===== config.mk =====
export PLATFORM = sky130hd
export DESIGN_NAME = countdown_ctrl_flat
export DESIGN_NICKNAME = d
export VERILOG_FILES = /design/src/rtl/countdown_ctrl_if.sv /design/src/rtl/countdown_ctrl.sv /design/src/flat_wrapper.sv
export SDC_FILE = /design/constraint.sdc
export NUM_CORES = 1
export LEC_CHECK = 0
export BUFFER_PORTS_ARGS = -buffer_cell sky130_fd_sc_hd__clkbuf_2
export CAP_MARGIN = 20
export CORE_AREA = 2 2 39 41
export DETAILED_ROUTE_END_ITERATION = 7
export DIE_AREA = 0 0 41 43
export MAX_ROUTING_LAYER = met4
export PLACE_DENSITY = 0.59
export SLEW_MARGIN = 20
export SYNTH_ARGS = -nofsm -noshare
export SYNTH_HDL_FRONTEND = slang
export SYNTH_SLANG_ARGS = --single-unit

===== constraint.sdc =====
create_clock -name clk -period 3.8 [get_ports clk]
set_clock_uncertainty 0.2 [all_clocks]
set_input_delay 0.57 -clock clk [delete_from_list [all_inputs] [get_ports clk]]
set_output_delay 0.57 -clock clk [all_outputs]
set_load 0.01 [all_outputs]

===== src/rtl/countdown_ctrl_if.sv =====
// rtl/countdown_ctrl_if.sv - control and counter-feedback bundle for countdown_ctrl
interface countdown_ctrl_if #(
  parameter int dw = 8
);
  logic          start;
  logic          pause;
  logic          abort;
  logic [dw-1:0] count_in;
  logic          cnt_reset;
  logic          cnt_ena;
  logic          busy;
  logic          paused;
  logic          done;

  modport master (
    output start, pause, abort, count_in,
    input  cnt_reset, cnt_ena, busy, paused, done
  );

  modport slave (
    input  start, pause, abort, count_in,
    output cnt_reset, cnt_ena, busy, paused, done
  );
endinterface


===== src/rtl/countdown_ctrl.sv =====
// rtl/countdown_ctrl.sv - sequences one down-counter run per start with prescale, pause and abort
module countdown_ctrl #(
  parameter int dw       = 8,
  parameter int WIDTH    = 7,
  parameter int PRESCALE = 4
) (
  input logic             clk,
  input logic             reset,
  countdown_ctrl_if.slave bus
);

  localparam int PW = (PRESCALE > 1) ? $clog2(PRESCALE) : 1;
  localparam logic [PW-1:0] PRE_LAST = PW'(PRESCALE - 1);
  // A zero reload can never produce a decrement, so enable is tied off at build time.
  localparam bit HAS_COUNT = (WIDTH != 0);

  typedef enum logic [2:0] {
    IDLE  = 3'd0,
    LOAD  = 3'd1,
    RUN   = 3'd2,
    PAUSE = 3'd3,
    DONE  = 3'd4
  } state_t;

  state_t        state;
  logic [PW-1:0] pre;
  logic [dw-1:0] count_q;
  logic          cnt_zero;

  assign count_q  = bus.count_in;
  assign cnt_zero = (count_q == '0);

  always_ff @(posedge clk) begin
    if (reset) begin
      state <= IDLE;
      pre   <= '0;
    end else begin
      unique case (state)
        IDLE: begin
          pre <= '0;
          if (bus.start) state <= LOAD;
        end
        LOAD: begin
          pre   <= '0;
          state <= bus.abort ? IDLE : RUN;
        end
        RUN: begin
          if (bus.abort) begin
            state <= IDLE;
            pre   <= '0;
          end else begin
            pre <= (pre == PRE_LAST) ? '0 : pre + PW'(1);
            if (cnt_zero)       state <= DONE;
            else if (bus.pause) state <= PAUSE;
          end
        end
        PAUSE: begin
          // pre is held so the decrement phase survives the pause
          if (bus.abort) begin
            state <= IDLE;
            pre   <= '0;
          end else if (!bus.pause) begin
            state <= RUN;
          end
        end
        DONE: begin
          state <= IDLE;
          pre   <= '0;
        end
        default: begin
          state <= IDLE;
          pre   <= '0;
        end
      endcase
    end
  end

  assign bus.cnt_reset = (state == IDLE) || (state == LOAD) || (state == DONE);
  assign bus.cnt_ena   = HAS_COUNT && (state == RUN) && (pre == PRE_LAST) && !cnt_zero;
  assign bus.busy      = (state == LOAD) || (state == RUN) || (state == PAUSE);
  assign bus.paused    = (state == PAUSE);
  assign bus.done      = (state == DONE);

endmodule


===== src/flat_wrapper.sv =====
// flat-port wrapper written by rule: the top's interface ports become plain ports
module countdown_ctrl_flat 
#(
  parameter int dw       = 8,
  parameter int WIDTH    = 7,
  parameter int PRESCALE = 4
)
  (clk, reset, bus_start, bus_pause, bus_abort, bus_count_in, bus_cnt_reset, bus_cnt_ena, bus_busy, bus_paused, bus_done);
  countdown_ctrl_if #(.dw(dw)) bus_i ();
  input logic clk;
  input logic reset;
  input wire logic [$bits(bus_i.start)-1:0] bus_start;
  input wire logic [$bits(bus_i.pause)-1:0] bus_pause;
  input wire logic [$bits(bus_i.abort)-1:0] bus_abort;
  input wire logic [$bits(bus_i.count_in)-1:0] bus_count_in;
  output wire logic [$bits(bus_i.cnt_reset)-1:0] bus_cnt_reset;
  output wire logic [$bits(bus_i.cnt_ena)-1:0] bus_cnt_ena;
  output wire logic [$bits(bus_i.busy)-1:0] bus_busy;
  output wire logic [$bits(bus_i.paused)-1:0] bus_paused;
  output wire logic [$bits(bus_i.done)-1:0] bus_done;
  assign bus_i.start = bus_start;
  assign bus_i.pause = bus_pause;
  assign bus_i.abort = bus_abort;
  assign bus_i.count_in = bus_count_in;
  assign bus_cnt_reset = bus_i.cnt_reset;
  assign bus_cnt_ena = bus_i.cnt_ena;
  assign bus_busy = bus_i.busy;
  assign bus_paused = bus_i.paused;
  assign bus_done = bus_i.done;
  countdown_ctrl #(.dw(dw), .WIDTH(WIDTH), .PRESCALE(PRESCALE)) u_core (.clk(clk), .reset(reset), .bus(bus_i));
endmodule

==> run metrics, run 1 <==
DRC=0; setup violators final=0; CTS HTree Levels=1; drt first-iter violations=9; DP Wirelength=566 µm; Final Hold Viols=0; Reg power frac=42.4%; DRT antenna net count=0; Clock Latency Late Sink=240 ps; Tot GR Track Use=9.00%; Simple-Gate Fraction of Synth Area=40.7%; CTS root buf=clkbuf_4; layout cell share with drive strength beyond 1=39.7%; RSZ-0062 raised after global routing=false; min Tclk post-route=2230 ps; Post-CTS Hold Fix Bufs=0; CTS Buffer Depth=2; status=finished clean; main combinational cell family by area after synthesis=simple AND/OR/NAND/NOR gates; die span in y=43 µm; Setup CP Type=input pin to output pin; GRT overflow=0; num ports=18; CP Launch Type=input pin; fin nets=73; actual slew at the worst max-slew pin=395 ps; top-area cell type share of the netlist area=32.9%; Yosys reg bits=5; final cell count without fillers=74; vias per cell=4.61; most frequent cell after synthesis=nor2_1; ANT cells=0; 1st-pass router iterations=4; CP cell instances=clkbuf_2 > nor4_1 > nand2_1 > and3_1 > clkbuf_2; mapped cell area=304 µm²; VDD IR max=0.203 mV; final wirelength=636 µm; Compound-Gate Fraction of Synth Area=13.2%; XOR/XNOR Fraction of Synth Area=2.88%; Syn Nets=52; Core Region=1380 µm²; Slowest Stage Delay on Critical Path=350 ps; Slew headroom=73.6%; post-DR wirelength/cell=8.59 µm; Row Count=14; first-pass GRT wire length=1050 µm; multiplexer share of the synthesized area=3.29%; cell mode on critical path=clkbuf_2; FFs w/ async S/R, synth=0%; Layout area overhead=41.6%; syn avg cell area=8.00 µm²; r2r setup slk=2380 ps; Comb pwr share=14.7%; CTS tree=built; Initial Utilization=22.0%; WHS Path Cells=2; Yosys cell types=22; PD cells=321 nW/µm²; # Max-Cap Violations=0; RePlAce Congestion=0.754; Crit. End Element=output pin; Int Pwr=105 µW; biggest area consumer among synthesized cells=dfxtp_1; switching power=33.6 µW; count of placed standard cells including taps=70; die area=1760 µm²; via count of the first global-routing pass=294; Num CTS Buffers=3; Most used DFF post-synth=dfxtp_1; final period utilization=58.7%; CP required=3030 ps; clock network power share=42.9%; Sink Count=5; CP Max Fanout=3; PostCTS Resize Cnt=0; port buffer count=17; sw frac=24.3%; adder-cell share of the synthesized area=4.12%; Post-Synthesis Cells=38; WP data arrival=1460 ps; r2r worst-path depth=4; Chip Width=41 µm; Post CTS Setup Buffer Count=0; Final TNS setup=0 ps; EDFF count, synth=0; largest net degree at the start of global routing=13; initial antenna violation count=0; Seq/Total Area, Yosys=32.9%; Vias=341; Ys Warns=0; fmax=448 MHz; Leakage=0.201 nW; hold crit path type=flip-flop to flip-flop; list of most frequent post-synthesis cells=nor2_1 (8), dfxtp_1 (5), nor4_1 (3); fin. max-slew vios=0; slowest cell on the critical path=nor4_1; CTS clk-pin slew, worst paths=40 ps; synth top area cells=dfxtp_1 (33%), nor2_1 (9.9%), nor4_1 (6.2%)
[power by group through the flow]
stage | Clock (mW) | Combinational [mW] | Sequential (mW)
after global routing | 0.0659 | 0.0229 | 0.0592
final | 0.0593 | 0.0203 | 0.0587
after CTS | 0.0620 | 0.0207 | 0.0588
after global placement | 0 | 0.0204 | 0.0599
after detailed placement | 0 | 0.0206 | 0.0597
after floorplan | 0 | 0.0139 | 0.0564
[stage by stage]
stage                     hold WS [ps]  utilization [%]  power, mW  setup slack (ps)  cell area (µm²)
after CTS                          321             31.1      0.142              1550              430
after global placement             291             29.2     0.0803              1550              404
after global routing               346             31.1      0.148              1460              430
after floorplan                    268                -     0.0703              1800              304
final                              321             31.1      0.138              1570              430
after detailed placement           304             29.2     0.0803              1550              404
[cells by family after synthesis]
group,after synthesis
simple gates,21
compound gates,7
flops,5
buf+inv,2
xor+xnor,1
mux,1
fa+ha+maj,1
[cell type report]
class | instances | area (µm²)
multi-input combinational | 31 | 195
inverter | 1 | 3.75
fill | 146 | 953
tap | 16 | 20.0
timing repair buffer | 17 | 85.1
sequential | 5 | 100
clock buffer | 4 | 26.3
[flip-flops by register name (all words and copies together) (netlist names)]
| name | flops |
|---|---|
| u_core.state | 3 |
| u_core.pre | 2 |
[critical path, delay by kind of cell]
kind	cells	cell delay [ps]
buffers and inverters	2	200
AND/OR/NAND/NOR	3	690
[cells in the final DEF, fill, tap and decap left out, types with 2 or more instances in the layout]
master    netlist  layout
clkbuf_2        0      17
nor2_1          8       8
dfxtp_1         5       5
nor4_1          3       3
clkbuf_4        0       3
nand2_1         2       2
o21ai_0         2       2
o21ai_1         2       2
[worst paths after layout]
check                                      end                         start
setup / recovery                   bus_cnt_ena               bus_count_in[1]
hold / removal      u_core.pre[0]$_SDFFE_PP0P_    u_core.pre[0]$_SDFFE_PP0P_
setup reg to reg  u_core.state[1]$_SDFFE_PP0P_  u_core.state[0]$_SDFFE_PP0P_
hold reg to reg     u_core.pre[0]$_SDFFE_PP0P_    u_core.pre[0]$_SDFFE_PP0P_
[layer usage]
layer  global-route usage (%)  routed length (µm)
met4                     2.00                   0
met3                     6.28                  59
met5                        -                   0
met1                     10.1                 252
met2                     12.8                 323
Note: power is estimated with default switching activity, not from simulation.
==> run 2: changes to the inputs <==
--- a/config.mk
+++ b/config.mk
@@ -11,7 +11,7 @@
 export DETAILED_ROUTE_END_ITERATION = 7
 export DIE_AREA = 0 0 41 43
 export MAX_ROUTING_LAYER = met4
-export PLACE_DENSITY = 0.59
+export PLACE_DENSITY = 0.61
 export SLEW_MARGIN = 20
 export SYNTH_ARGS = -nofsm -noshare
 export SYNTH_HDL_FRONTEND = slang
==> constraint.sdc (replaced) <==
create_clock -name clk -period 1.95 [get_ports clk]
set_clock_uncertainty 0.2 [all_clocks]
set_input_delay 0.2925 -clock clk [delete_from_list [all_inputs] [get_ports clk]]
set_output_delay 0.2925 -clock clk [all_outputs]
set_load 0.01 [all_outputs]
==> run metrics, run 2 (synthesized netlist as in run 1, its figures left out) <==
status=finished clean (unchanged); Row Count=14 (unchanged); min Tclk post-route=1780 ps; DRT antenna net count=0 (unchanged); CP required=1460 ps (was 3030 ps); post-DR wirelength/cell=9.69 µm (was 8.59 µm); Slew headroom=70.7% (was 73.6%); RePlAce Congestion=0.788 (was 0.754); GRT overflow=0 (unchanged); hold crit path type=input pin to flip-flop (was flip-flop to flip-flop); 1st-pass router iterations=4 (unchanged); hold path start=bus_pause (was u_core.pre[0]$_SDFFE_PP0P_); DRC=0 (unchanged); most frequent cells in the layout=clkbuf_2 (17), nor2_1 (8), dfxtp_1 (5) (unchanged); DP Wirelength=596 µm (was 566 µm); most common cell after layout, fill and taps aside=clkbuf_2 (unchanged); Sink Count=5 (unchanged); WP data arrival=1290 ps (was 1460 ps); largest net degree at the start of global routing=13 (unchanged); CTS tree=built (unchanged); Biggest register=u_core.state (unchanged); Initial Utilization=22.0% (unchanged); Clock Latency Late Sink=240 ps (about the same); port buffer count=17 (unchanged); actual slew at the worst max-slew pin=439 ps (was 395 ps); # Max-Cap Violations=0 (unchanged); num ports=18 (unchanged); RSZ-0062 raised after global routing=false (unchanged); Num CTS Buffers=3 (unchanged); VDD IR max=0.276 mV (was 0.203 mV); PD cells=633 nW/µm² (was 321 nW/µm²); ANT cells=0 (unchanged); CP Max Fanout=12 (was 3); die area=1760 µm² (unchanged); Largest regs=u_core.state: 3 flops, u_core.pre: 2 flops (unchanged); crit path from=u_core.state[0]$_SDFFE_PP0P_ (was bus_count_in[1]); fin. max-slew vios=0 (unchanged); Final TNS setup=0 ps (unchanged); Leakage=0.201 nW (unchanged); Layout area overhead=41.6% (unchanged); GR Util met1=12.3% (was 10.1%); die span in y=43 µm (unchanged); Chip Width=41 µm (unchanged); max FFs per register=3 (unchanged); vias per cell=4.50 (was 4.61); Setup CP Type=flip-flop to output pin (was input pin to output pin); layout cell share with drive strength beyond 1=39.7% (unchanged); Final Hold Viols=0 (unchanged); drt first-iter violations=5 (was 9); CTS Buffer Depth=2 (unchanged); CTS root buf=clkbuf_4 (unchanged); first-pass GRT wire length=1280 µm (was 1050 µm); Crit. End Element=output pin (unchanged); worst r2r src=u_core.state[0]$_SDFFE_PP0P_ (unchanged); Core Region=1380 µm² (unchanged); fmax=562 MHz; CTS clk-pin slew, worst paths=40 ps (about the same); Finished Core Util=31.1% (unchanged); CP Launch Type=flip-flop (was input pin); Post-CTS Hold Fix Bufs=0 (unchanged); Tot GR Track Use=10.3% (was 9.00%); PostCTS Resize Cnt=0 (unchanged); met2 usage=15.9% (was 12.8%); setup violators final=0 (unchanged); via count of the first global-routing pass=329 (was 294); met3 usage=2.09% (was 6.28%); Post CTS Setup Buffer Count=0 (unchanged); Vias=333 (was 341); initial antenna violation count=0 (unchanged); final wirelength=717 µm (was 636 µm); final period utilization=91.2%; CTS HTree Levels=1 (unchanged); busiest grt layer=met2 (unchanged); fin nets=73 (unchanged)
## run 2: metrics by stage
step	instances	instance area, µm²	power [mW]	setup WS [ps]	hold slack (ps)
final	74	430	0.272	172	162
after global placement	70	404	0.157	263	298
after CTS	74	430	0.279	163	159
after floorplan	38	304	0.137	510	248
after global routing	74	430	0.291	76.2	189
after detailed placement	70	404	0.157	244	297
## run 2: worst paths after layout
kind                                   to  slack, ps  depth (start not counted)
max                              bus_done        170                          3
min          u_core.state[0]$_SDFFE_PP0P_        160                          3
max reg2reg  u_core.state[0]$_SDFFE_PP0P_        490                          4
min reg2reg    u_core.pre[1]$_SDFFE_PP0P_        300                          2
## run 2: final cells by class
cell class,instances,area (µm²)
Clock buffer,4,26.3
Timing Repair Buffer,17,85.1
Sequential cell,5,100
Tap cell,16,20.0
Fill cell,165,953
Inverter,1,3.75
Multi-Input combinational cell,31,195
## run 2: critical path, stage by stage, from the launching register on
cell and delay [ps]:
dfxtp_1 580, nor2_1 140, and2_2 210, clkbuf_2 120
## run 2: per-layer routing
metal  share of wire (%)  vias up  wire length (µm)
li1                    -      178                 -
met1                  42      149               302
met2                  52        6               373
met3                 5.7        0                41
met4                   0        0                 0
met5                   0        -                 0
## run 2: power by group
part / internal, mW / leakage (nW) / switching [mW]
clock network: 0.0772 / 0.0150 / 0.0401
registers: 0.106 / 0.0406 / 0.00928
logic: 0.0209 / 0.146 / 0.0189
total: 0.204 / 0.201 / 0.0683
==> run 3: changes to the inputs <==
==> constraint.sdc (replaced) <==
create_clock -name clk -period 1.95 [get_ports clk]
set_clock_uncertainty 0.2 [all_clocks]
set_input_delay 0.39 -clock clk [delete_from_list [all_inputs] [get_ports clk]]
set_output_delay 0.39 -clock clk [all_outputs]
set_load 0.01 [all_outputs]
==> run metrics, run 3 (synthesized netlist as in run 1, its figures left out) <==
FF/Latch Area=100 µm² (unchanged); Chip Width=41 µm (unchanged); WHS=250 ps (was 162 ps); sw frac=24.7% (was 25.1%); Final TNS setup=0 ps (unchanged); min Tclk post-route=1860 ps (was 1780 ps); Final Hold Viols=0 (unchanged); Reg power frac=42.2% (was 42.3%); Biggest register=u_core.state (unchanged); setup violators final=0 (unchanged); initial antenna violation count=0 (unchanged); Crit. End Element=output pin (unchanged); vias per cell=4.53 (was 4.50); CTS Buffer Depth=2 (unchanged); status=finished clean (unchanged); area of the multi-input gates=208 µm² (was 195 µm²); max FFs per register=3 (unchanged); num ports=18 (unchanged); Initial Utilization=22.0% (unchanged); CTS tree=built (unchanged); DP Wirelength=566 µm (was 596 µm); Vias=340 (was 333); Leakage=0.206 nW (was 0.201 nW); drt first-iter violations=5 (unchanged); RSZ-0062 raised after global routing=false (unchanged); final wirelength=676 µm (was 717 µm); CP Max Fanout=12 (unchanged); Slew headroom=72.2% (was 70.7%); DRT antenna net count=0 (unchanged); clock network power share=42.4% (was 43.1%); RePlAce Congestion=0.805 (was 0.788); # Max-Cap Violations=0 (unchanged); VDD IR max=0.370 mV (was 0.276 mV); WP data arrival=1270 ps (was 1290 ps); Row Count=14 (unchanged); final period utilization=95.3% (was 91.2%); die span in y=43 µm (unchanged); fmax=538 MHz (was 562 MHz); post-DR wirelength/cell=9.01 µm (was 9.69 µm); Clock Latency Late Sink=240 ps (about the same); CP required=1360 ps (was 1460 ps); Design Power=272 µW (about the same); count of placed standard cells including taps=71 (was 70); die area=1760 µm² (unchanged); largest net degree at the start of global routing=13 (unchanged); DRC=0 (unchanged); CTS clk-pin slew, worst paths=40 ps (about the same); Sink Count=5 (unchanged); actual slew at the worst max-slew pin=416 ps (was 439 ps); first-pass GRT wire length=986 µm (was 1280 µm); CTS HTree Levels=1 (unchanged); pre-CTS setup slack=109 ps (was 244 ps); switching power=67.0 µW (was 68.3 µW); Setup CP Type=flip-flop to output pin (unchanged); port buffer count=17 (unchanged); most common cell after layout, fill and taps aside=clkbuf_2 (unchanged); Layout area overhead=48.1% (was 41.6%); most frequent cells in the layout=clkbuf_2 (17), nor2_1 (8), dfxtp_1 (5) (unchanged); # fillers=147 (was 165); 1st-pass router iterations=4 (unchanged); Largest regs=u_core.state: 3 flops, u_core.pre: 2 flops (unchanged); CTS root buf=clkbuf_4 (unchanged); final setup margin=91.6 ps (was 172 ps); Core Region=1380 µm² (unchanged); fin. max-slew vios=0 (unchanged); CP Launch Type=flip-flop (unchanged); hold crit path type=input pin to flip-flop (unchanged); via count of the first global-routing pass=265 (was 329); Int Pwr=205 µW (was 204 µW); Tot GR Track Use=8.89% (was 10.3%); final cell count without fillers=75 (was 74); GRT overflow=0 (unchanged); PD cells=603 nW/µm² (was 633 nW/µm²); layout cell share with drive strength beyond 1=44.1% (was 39.7%); fin nets=74 (was 73); Comb pwr share=15.4% (was 14.6%); Num CTS Buffers=3 (unchanged); ANT cells=0 (unchanged)
==> run 3: path summary, 6_finish.rpt <==
kind	slack [ps]	cells past startpoint	to	start
worst min-delay path	250	3	u_core.state[0]$_SDFFE_PP0P_	bus_pause
worst max register to register	510	4	u_core.state[0]$_SDFFE_PP0P_	u_core.state[0]$_SDFFE_PP0P_
worst min register to register	310	2	u_core.pre[1]$_SDFFE_PP0P_	u_core.pre[1]$_SDFFE_PP0P_
worst max-delay path	90	3	bus_done	u_core.state[0]$_SDFFE_PP0P_
==> run 3: power by group through the flow <==
stage / Combinational, mW / Clock (mW) / Sequential (mW)
2_1_floorplan: 0.0271 / 0 / 0.110
3_3_place_gp: 0.0399 / 0 / 0.117
3_5_place_dp: 0.0400 / 0 / 0.117
4_1_cts: 0.0403 / 0.119 / 0.115
5_1_grt: 0.0473 / 0.126 / 0.115
6_report: 0.0418 / 0.115 / 0.115
==> run 3: layer usage <==
metal / share of wire [%] / global-route usage (%) / vias to the layer above
met5: 0 / - / -
met4: 0 / 4.00 / 0
met3: 10 / 6.28 / 0
met2: 47 / 12.5 / 12
met1: 43 / 9.15 / 148
li1: - / - / 180
==> run 3: per-stage QoR <==
stage | utilization (%) | cell area, µm²
2_1_floorplan | - | 304
3_3_place_gp | 29.7 | 412
3_5_place_dp | 29.7 | 412
4_1_cts | 31.6 | 438
5_1_grt | 32.5 | 450
6_report | 32.5 | 450
==> run 3: what timing repair did <==
item,CTS,global route
hold buffers,0,0
gates resized for setup,0,2
endpoints found under the setup margin,0,1
buffers inserted,0,0
==> run 3: layout make-up <==
| cell class | count | share of cell area, % |
|---|---|---|
| Clock buffer | 4 | 5.83 |
| Timing Repair Buffer | 18 | 20.6 |
| Tap cell | 16 | 4.44 |
| Multi-Input combinational cell | 31 | 46.1 |
| Sequential cell | 5 | 22.2 |
| Inverter | 1 | 0.833 |
==> run 3: worst max-delay path: stages (launching register included) <==
cell and delay (ps):
dfxtp_1 570, nor2_1 140, and2_2 210, clkbuf_2 120
